==> src/rtl/clk_divider_multi.sv <==
// Multi-channel programmable clock divider: NUM_CH independent 50% duty outputs,
// each with a shadowed half-period that is only applied at a period boundary.
module clk_divider_multi #(
    parameter int unsigned NUM_CH       = 4,
    parameter int unsigned WIDTH        = 32,
    parameter int unsigned DEFAULT_HALF = 100_000_000
) (
    input  logic              clk,
    input  logic              reset,
    input  logic [NUM_CH-1:0] en,
    input  logic              wr_en,
    input  logic [3:0]        wr_ch,
    input  logic [WIDTH-1:0]  wr_data,
    output logic [NUM_CH-1:0] divided_clk,
    output logic [NUM_CH-1:0] tick,
    output logic [NUM_CH-1:0] pending
);

    localparam logic [WIDTH-1:0] DefaultHalf = WIDTH'(DEFAULT_HALF);
    localparam logic [WIDTH-1:0] One         = WIDTH'(1);

    logic [WIDTH-1:0]  cnt_q    [NUM_CH];
    logic [WIDTH-1:0]  cnt_d    [NUM_CH];
    logic [WIDTH-1:0]  half_q   [NUM_CH];
    logic [WIDTH-1:0]  half_d   [NUM_CH];
    logic [WIDTH-1:0]  shadow_q [NUM_CH];
    logic [WIDTH-1:0]  shadow_d [NUM_CH];
    logic [NUM_CH-1:0] out_q, out_d;
    logic [NUM_CH-1:0] tick_q, tick_d;
    logic [NUM_CH-1:0] pend_q, pend_d;
    logic [NUM_CH-1:0] wrap;
    logic              wr_hit;

    assign wr_hit = wr_en && (32'(wr_ch) < NUM_CH);

    // A half value of 0 behaves as 1, so both wrap when the count is 0.
    always_comb begin
        wrap = '0;
        for (int i = 0; i < NUM_CH; i++) begin
            if (half_q[i] == '0) begin
                wrap[i] = (cnt_q[i] == '0);
            end else begin
                wrap[i] = (cnt_q[i] == half_q[i] - One);
            end
        end
    end

    always_comb begin
        cnt_d    = cnt_q;
        half_d   = half_q;
        shadow_d = shadow_q;
        out_d    = out_q;
        tick_d   = tick_q;
        pend_d   = pend_q;
        for (int i = 0; i < NUM_CH; i++) begin
            if (!en[i]) begin
                cnt_d[i]  = '0;
                out_d[i]  = 1'b0;
                tick_d[i] = 1'b0;
                half_d[i] = shadow_q[i];
                pend_d[i] = 1'b0;
            end else if (wrap[i]) begin
                cnt_d[i]  = '0;
                out_d[i]  = ~out_q[i];
                tick_d[i] = 1'b1;
                half_d[i] = shadow_q[i];
                pend_d[i] = 1'b0;
            end else begin
                cnt_d[i]  = cnt_q[i] + One;
                tick_d[i] = 1'b0;
            end
            // A write lands after the boundary load, so it waits for the next one.
            if (wr_hit && (32'(wr_ch) == i)) begin
                shadow_d[i] = wr_data;
                pend_d[i]   = 1'b1;
            end
        end
    end

    always_ff @(posedge clk) begin
        if (!reset) begin
            for (int i = 0; i < NUM_CH; i++) begin
                cnt_q[i]    <= '0;
                half_q[i]   <= DefaultHalf;
                shadow_q[i] <= DefaultHalf;
            end
            out_q  <= '0;
            tick_q <= '0;
            pend_q <= '0;
        end else begin
            cnt_q    <= cnt_d;
            half_q   <= half_d;
            shadow_q <= shadow_d;
            out_q    <= out_d;
            tick_q   <= tick_d;
            pend_q   <= pend_d;
        end
    end

    assign divided_clk = out_q;
    assign tick        = tick_q;
    assign pending     = pend_q;

endmodule

==> config.mk <==
export PLATFORM = sky130hd
export DESIGN_NAME = clk_divider_multi
export DESIGN_NICKNAME = d
export VERILOG_FILES = /design/src/rtl/clk_divider_multi.sv
export SDC_FILE = /design/constraint.sdc
export NUM_CORES = 1
export LEC_CHECK = 0
export BUFFER_PORTS_ARGS = -buffer_cell sky130_fd_sc_hd__buf_2
export CAP_MARGIN = 0
export CORE_MARGIN = 3
export CORE_UTILIZATION = 40
export DETAILED_ROUTE_END_ITERATION = 8
export GPL_TIMING_DRIVEN = 0
export PLACE_DENSITY = 0.58
export SETUP_SLACK_MARGIN = 0.5
export SLEW_MARGIN = 20
export SYNTH_ARGS = -nofsm -noshare
export SYNTH_HDL_FRONTEND = slang
export SYNTH_SLANG_ARGS = --single-unit
==> constraint.sdc <==
create_clock -name clk -period 4.8 [get_ports clk]
set_clock_uncertainty 0.05 [all_clocks]
set_input_delay 0.72 -clock clk [delete_from_list [all_inputs] [get_ports clk]]
set_output_delay 0.72 -clock clk [all_outputs]
set_load 0.02 [all_outputs]
==> impl_summary.log, run 1 <==
[metrics] result of the run: finished clean
[metrics] Die Ht: between 200 and 250 um
[metrics] warning count from the yosys run: 0
[metrics] Num CTS Buffers: 44
[metrics] placeable core area: between 0.04 and 0.05 mm2
[metrics] most frequently used cell type in the post-synthesis netlist: nand2_1
[metrics] Yosys reg bits: just under 400
[metrics] # Max-Cap Violations: 0
[metrics] required time of the worst setup path: around 5.2 ns
[metrics] number of routed nets with antenna violations: 0
[metrics] number of standard cells in the layout, taps in and fillers out: around 3,300
[metrics] Final Total Pwr: between 7 and 8 mW
[metrics] antenna violations before repair: 2
[metrics] met2 GRT Util: 0.366
[metrics] TritonCTS clock tree: done
[metrics] detailed-routing iteration count for the pre-antenna-repair pass: 7
[metrics] number of cells after detailed placement: 3,219
[metrics] maximum number of pins on one net before global-route repair: 14
[metrics] most area-hungry cell type in the Yosys netlist: dfxtp_1
[metrics] hold buffer count at CTS: 0
[metrics] highest net fanout along the worst path: 10
[metrics] clock latency of the later-clocked register in the worst-skew pair: 0.58 ns
[metrics] Pwr per Cell Area: 314 mW/mm2
[metrics] ordered cell list for the critical path: clkbuf_1 -> or4_4 -> or4_1 -> clkbuf_2 -> nor4_2 -> mux2i_1 -> nand4_1 -> or4_1 -> nand3_1 -> clkbuf_2 -> nor2_1
[metrics] via count of the routed design: between 15,000 and 20,000
[metrics] Async S/R FF share, synth: 0
[metrics] fin crit period: around 4.1 ns
[metrics] master cell of the clock root buffer: clkbuf_16
[metrics] GRT busiest layer: met2
[metrics] count of cell types in the netlist: between 70 and 80
[metrics] number of buffer cells added on primary ports: 53
[metrics] Std-Cell Rows: a little over 80
[metrics] routability cong.: 0.899
[metrics] ant diodes: 0
[metrics] IR Drop Worst-Case VDD: ~0.24 mV
[metrics] post-synthesis area per instance: 7.99 um2
[metrics] type of destination of the critical path: flip-flop
[metrics] average routed wire per standard cell: between 15 and 20 um
[metrics] DIE WIDTH: ~230 um
[metrics] Initial Utilization: 0.407
[metrics] Top Ports: 55
[metrics] synthesized instance count: approximately 2,500
[metrics] Buf/Inv on CP: 3
[metrics] count of clock tree sinks: 396
[metrics] RSZ-0062 raised after global routing: false
[metrics] worst slew margin relative to its limit: 0.395
[metrics] number of design rule violations left after detail routing: 0
[metrics] number of global-route vias before repair: 17,000
[metrics] Total Nets Final: roughly 2,700
[metrics] Main synth FF type: dfxtp_1
[metrics] Layout area overhead: 13.4%
[metrics] share of final-layout standard cells stronger than drive strength 1: 0.0779
[metrics] area share of the leading cell type in the synthesized netlist: 0.397
[metrics] summed instance area of the synthesized netlist: approximately 0.020 mm2
[metrics] setup TNS: 0 ns
[metrics] Static Leakage: 7.94 nW
[metrics] clock tree buffer depth: 3
[metrics] number of vias per cell: around 5.4
[metrics] list of most frequent post-synthesis cells: 464 x nand2_1, 396 x dfxtp_1, 229 x nor2_1, 188 x nand3_1, 144 x xor2_1
[metrics] worst reg-to-reg setup slack: roughly 0.66 ns
[metrics] WS Path Type: reg -> reg
[metrics] sequential cell area fraction in the yosys report: 0.397
[metrics] Arrival @ worst endpoint: 4.55 ns
[metrics] overall global routing resource usage: 0.221
[metrics] category of cells accounting for the largest share of critical-path delay: simple AND/OR/NAND/NOR gates
[metrics] global routing usage on met3: 0.0286
[metrics] global-route wire length before repair: 94,100 um
[metrics] number of flops mapped to enable cells by yosys: 0
[metrics] cell type of the slowest stage on the worst timing path: or4_4
[metrics] main area contributors after synthesis: dfxtp_1 40%, nand2_1 8.7%, xor2_1 6.3%
[metrics] footprint of the multi-input gates: 0.0113 mm2
[metrics] Register Area: 0.00793 mm2
[metrics] Setup crit start kind: flip-flop
[metrics] global routing met1 resource utilization: 0.293
[metrics] total wire length: between 50,000 and 60,000 um
[metrics] number of H-tree levels: 2
[metrics] Fin. Hold Viols: 0
[metrics] Least-Margin Pin Slew: 0.901 ns
[metrics] fin util: 0.461
[metrics] slowest cell delay on critical path: ~0.57 ns
[metrics] Synth Net Count: 2,561
[metrics] Achievable Freq: around 240 MHz
[metrics] clk slew on worst S/H paths: around 0.06 ns
[metrics] Final period util: 0.863
[metrics] count of filler cells inserted in the layout: slightly below 5,000
[metrics] final-report max-slew violation count: 0
[metrics] die area: about 0.053 mm2
[metrics] Final setup viols: 0
[metrics] number of design-rule violations left by the first detailed-router iteration: approximately 1,100
[metrics] worst min path class: in -> reg
[metrics] global route overflow: 0
[metrics] Detail Placement HPWL: approximately 45,000 um
## cell type report
class                      instances  share of cell area
buffer                           158              0.0305
clock buffer                      60              0.0544
clock inverter                    15             0.00840
inverter                          45             0.00746
multi-input combinational       1903               0.501
sequential                       396               0.350
tap                              664              0.0367
timing repair buffer              54              0.0120
## stage by stage
stage | instance area, um2 | setup WS, ns | hold WS, ns
after floorplan | 20000 | 0.977 | 0.385
after global placement | 21100 | 0.112 | 0.394
after detailed placement | 21100 | 0.118 | 0.398
after CTS | 22500 | 0.512 | 0.341
after global routing | 22700 | 0.488 | 0.381
final | 22700 | 0.657 | 0.375
## worst paths after layout
path / start / to / cells after the start
worst max-delay path: half_q[43] / cnt_q[55] / 11
worst min register to register: shadow_q[106] / shadow_q[106] / 2
worst max register to register: half_q[43] / cnt_q[55] / 11
worst min-delay path: en[2] / tick[2] / 3
## cell usage in the layout, fill, tap and decap left out, drive strengths merged, types with 63 or more instances in the layout
| cell | Yosys | layout |
|---|---|---|
| nand2 | 464 | 464 |
| dfxtp | 396 | 396 |
| nor2 | 229 | 229 |
| clkbuf | 133 | 194 |
| nand3 | 188 | 188 |
| xor2 | 144 | 144 |
| xnor2 | 133 | 133 |
| a21oi | 100 | 100 |
| buf | 25 | 78 |
| nor4 | 74 | 74 |
| o21ai | 69 | 69 |
| nor3 | 63 | 63 |
## flip-flops by register name (all words and copies together) (netlist names)
| signal | flops |
|---|---|
| cnt_q | 128 |
| divided_clk | 4 |
| tick | 4 |
| half_q | 128 |
| pending | 4 |
| shadow_q | 128 |
## tightest hold or removal path, delay by kind of cell
kind / cells / cell delay [ns]
and+or+nand+nor: 2 / 0.12
buffers and inverters: 1 / 0.12
## where the power goes
part	internal, mW	leakage [nW]	switching, mW
Sequential	3.32	3.20	0.0332
Combinational	0.106	4.05	0.245
Clock	2.01	0.691	1.39
## layer usage
layer | routed length (um) | up-vias
li1 | - | 8888
met1 | 27100 | 8406
met2 | 27600 | 359
met3 | 2520 | 110
met4 | 2090 | 4
met5 | 14 | -
## logic make-up (layout without fill, tap and decap cells)
group,Yosys count,after routing,synth area share
AO/OA/AOI/OAI,310,310,0.103
multiplexers,64,64,0.0322
buffers and inverters,203,332,0.0419
AND/OR/NAND/NOR,1234,1234,0.293
adder cells (fa/ha/maj),16,16,0.0100
flip-flops,396,396,0.397
XOR/XNOR,279,279,0.124
## timing repair
action / CTS / global route
setup buffers: 0 / 1
endpoints found under the hold margin: 0 / 0
cloned: 0 / 0
resized for setup: 11 / 28
endpoints found under the setup margin: 187 / 225
Power figures use the tool's default switching activity.
==> inputs of run 2 (changes only) <==
--- a/config.mk
+++ b/config.mk
@@ -7,11 +7,13 @@
 export LEC_CHECK = 0
 export BUFFER_PORTS_ARGS = -buffer_cell sky130_fd_sc_hd__buf_2
 export CAP_MARGIN = 0
+export CORE_ASPECT_RATIO = 1.25
 export CORE_MARGIN = 3
 export CORE_UTILIZATION = 40
 export DETAILED_ROUTE_END_ITERATION = 8
 export GPL_TIMING_DRIVEN = 0
 export PLACE_DENSITY = 0.58
+export REMOVE_ABC_BUFFERS = 1
 export SETUP_SLACK_MARGIN = 0.5
 export SLEW_MARGIN = 20
 export SYNTH_ARGS = -nofsm -noshare
==> impl_summary.log, run 2 (synthesis results as in run 1) <==
[metrics] required time of the worst setup path: 5.15 ns
[metrics] IR Drop Worst-Case VDD: ~0.20 mV
[metrics] clk slew on worst S/H paths: about 0.060 ns
[metrics] cell type of the slowest stage on the worst timing path: or4_1
[metrics] routability cong.: 0.916
[metrics] TritonCTS clock tree: done
[metrics] Std-Cell Rows: 90
[metrics] Buf/Inv on CP: 1
[metrics] Fin. Hold Viols: 0
[metrics] final-report max-slew violation count: 0
[metrics] Final setup viols: 0
[metrics] number of buffer cells added on primary ports: 54
[metrics] registers with the highest flip-flop counts: cnt_q x128, half_q x128, shadow_q x128
[metrics] Worst setup startpoint: half_q[41]
[metrics] maximum number of pins on one net before global-route repair: between 100 and 150
[metrics] global route overflow: 0
[metrics] number of standard cells in the layout, taps in and fillers out: 3,139
[metrics] number of routed nets with antenna violations: 0
[metrics] number of design rule violations left after detail routing: 0
[metrics] overall global routing resource usage: 0.205
[metrics] setup TNS: 0 ns
[metrics] ordered cell list for the critical path: or4_1 -> or4_4 -> nor4_1 -> mux2i_1 -> nand4_1 -> or4_4 -> nand2_4 -> buf_12 -> mux2i_1 -> nand2_1
[metrics] start point of the worst hold path: en[1]
[metrics] Die Ht: around 260 um
[metrics] Least-Margin Pin Slew: 0.853 ns
[metrics] clock latency of the later-clocked register in the worst-skew pair: roughly 0.55 ns
[metrics] DIE WIDTH: 206 um
[metrics] highest net fanout along the worst path: 40
[metrics] Arrival @ worst endpoint: around 4.4 ns
[metrics] Static Leakage: 7.85 nW
[metrics] Crit Reg-Reg Endpoint: half_q[54]
[metrics] share of final-layout standard cells stronger than drive strength 1: 0.0838
[metrics] result of the run: finished clean
[metrics] WS Path Type: reg -> reg
[metrics] worst slew margin relative to its limit: 0.426
[metrics] Final Total Pwr: 7.08 mW
[metrics] global-route wire length before repair: between 80,000 and 90,000 um
[metrics] commonest cells after routing, fill and taps aside: 462 x nand2_1, 396 x dfxtp_1, 227 x nor2_1
[metrics] count of clock tree sinks: approximately 400
[metrics] worst reg-to-reg setup slack: 0.72 ns
[metrics] Pwr per Cell Area: between 300 and 400 mW/mm2
[metrics] number of global-route vias before repair: 16,600
[metrics] Worst Hold Path EP: tick[1]
[metrics] number of H-tree levels: 2
[metrics] die area: 0.0527 mm2
[metrics] WHS Path Cells: 3
[metrics] Layout area overhead: 11.8%
[metrics] worst min path class: in -> reg
[metrics] count of filler cells inserted in the layout: around 4,900
[metrics] slowest cell delay on critical path: between 0.6 and 0.7 ns
[metrics] average routed wire per standard cell: 17.5 um
[metrics] via count of the routed design: 17,200
[metrics] master cell of the clock root buffer: clkbuf_16
[metrics] reg-to-reg startpoint: half_q[41]
[metrics] FF-to-FF path depth: 10
[metrics] Initial Utilization: 0.409
[metrics] placeable core area: 0.0489 mm2
[metrics] Setup crit start kind: flip-flop
[metrics] category of cells accounting for the largest share of critical-path delay: simple AND/OR/NAND/NOR gates
[metrics] Num CTS Buffers: just over 40
[metrics] clock tree buffer depth: 3
[metrics] RSZ-0062 raised after global routing: false
[metrics] number of design-rule violations left by the first detailed-router iteration: approximately 940
[metrics] total wire length: between 50,000 and 60,000 um
[metrics] number of cells after detailed placement: between 3,000 and 4,000
[metrics] type of destination of the critical path: flip-flop
[metrics] Final period util: 0.850
[metrics] fin crit period: around 4.1 ns
[metrics] Total Nets Final: 2,523
[metrics] # Max-Cap Violations: 0
[metrics] Achievable Freq: approximately 250 MHz
[metrics] antenna violations before repair: 1
[metrics] Detail Placement HPWL: around 40,000 um
[metrics] number of vias per cell: approximately 5.5
[metrics] most frequent standard cell in the layout excluding fill and tap cells: nand2_1
[metrics] Top Ports: 55
[metrics] detailed-routing iteration count for the pre-antenna-repair pass: 5
-- run 2: cell count changes in the layout (fill, tap and decap cells not counted), sizes merged --
cell      delta
clkbuf     -138
buf          -1
bufinv       +1
clkinv       +1
clkinvlp     -1
diode        +1
inv          +1
-- run 2: worst max path at each step --
stage | to | slack [ns] | depth (start not counted)
after global placement | cnt_q[90] | -4.44 | 4
after floorplan | cnt_q[66] | 0.34 | 9
after detailed placement | cnt_q[89] | -0.37 | 9
after global routing | half_q[18] | 0.51 | 10
after CTS | half_q[54] | 0.51 | 12
final | half_q[54] | 0.72 | 10
-- run 2: cell type report --
cell class                      count  area (um2)  share of cell area
Clock buffer                       56        1200              0.0539
Inverter                           45         171             0.00767
Antenna cell                        1        2.50            0.000112
Tap cell                          644         806              0.0361
Multi-Input combinational cell   1903       11400               0.511
Sequential cell                   396        7930               0.355
Clock inverter                     17         234              0.0105
Timing Repair Buffer               77         581              0.0260
-- run 2: tightest hold or removal path, delay by kind of cell --
kind | cells | cell delay (ns)
buffers and inverters | 1 | 0.11
AO/OA/AOI/OAI | 1 | 0.05
AND/OR/NAND/NOR | 1 | 0.05
-- run 2: stage by stage --
stage	area, um2	hold WS, ns	util	setup WS, ns
after floorplan	19300	0.385	-	0.342
after global placement	20400	0.392	0.417	-4.44
after detailed placement	20700	0.397	0.424	-0.368
after CTS	22200	0.346	0.455	0.507
after global routing	22300	0.389	0.457	0.507
final	22300	0.376	0.457	0.719
-- run 2: metal layers --
layer | global-route usage | vias up | part of all wire
li1 | - | 8613 | -
met1 | 0.264 | 8147 | 0.44
met2 | 0.343 | 320 | 0.48
met3 | 0.0251 | 109 | 0.036
met4 | 0.0919 | 0 | 0.046
met5 | 0 | - | 0
-- run 2: repair_timing --
| item | in CTS | in global routing |
|---|---|---|
| buffers inserted | 3 | 2 |
| setup endpoints to repair | 194 | 226 |
| gates resized for setup | 12 | 15 |
| hold buffers | 0 | 0 |
| pin swaps | 1 | 0 |
-- run 2: power breakdown --
| group | internal (mW) | total (mW) | leakage (nW) | switching, mW |
|---|---|---|---|---|
| combinational | 0.105 | 0.330 | 3.94 | 0.225 |
| sequential | 3.32 | 3.36 | 3.20 | 0.0367 |
| clock | 2.03 | 3.39 | 0.705 | 1.36 |
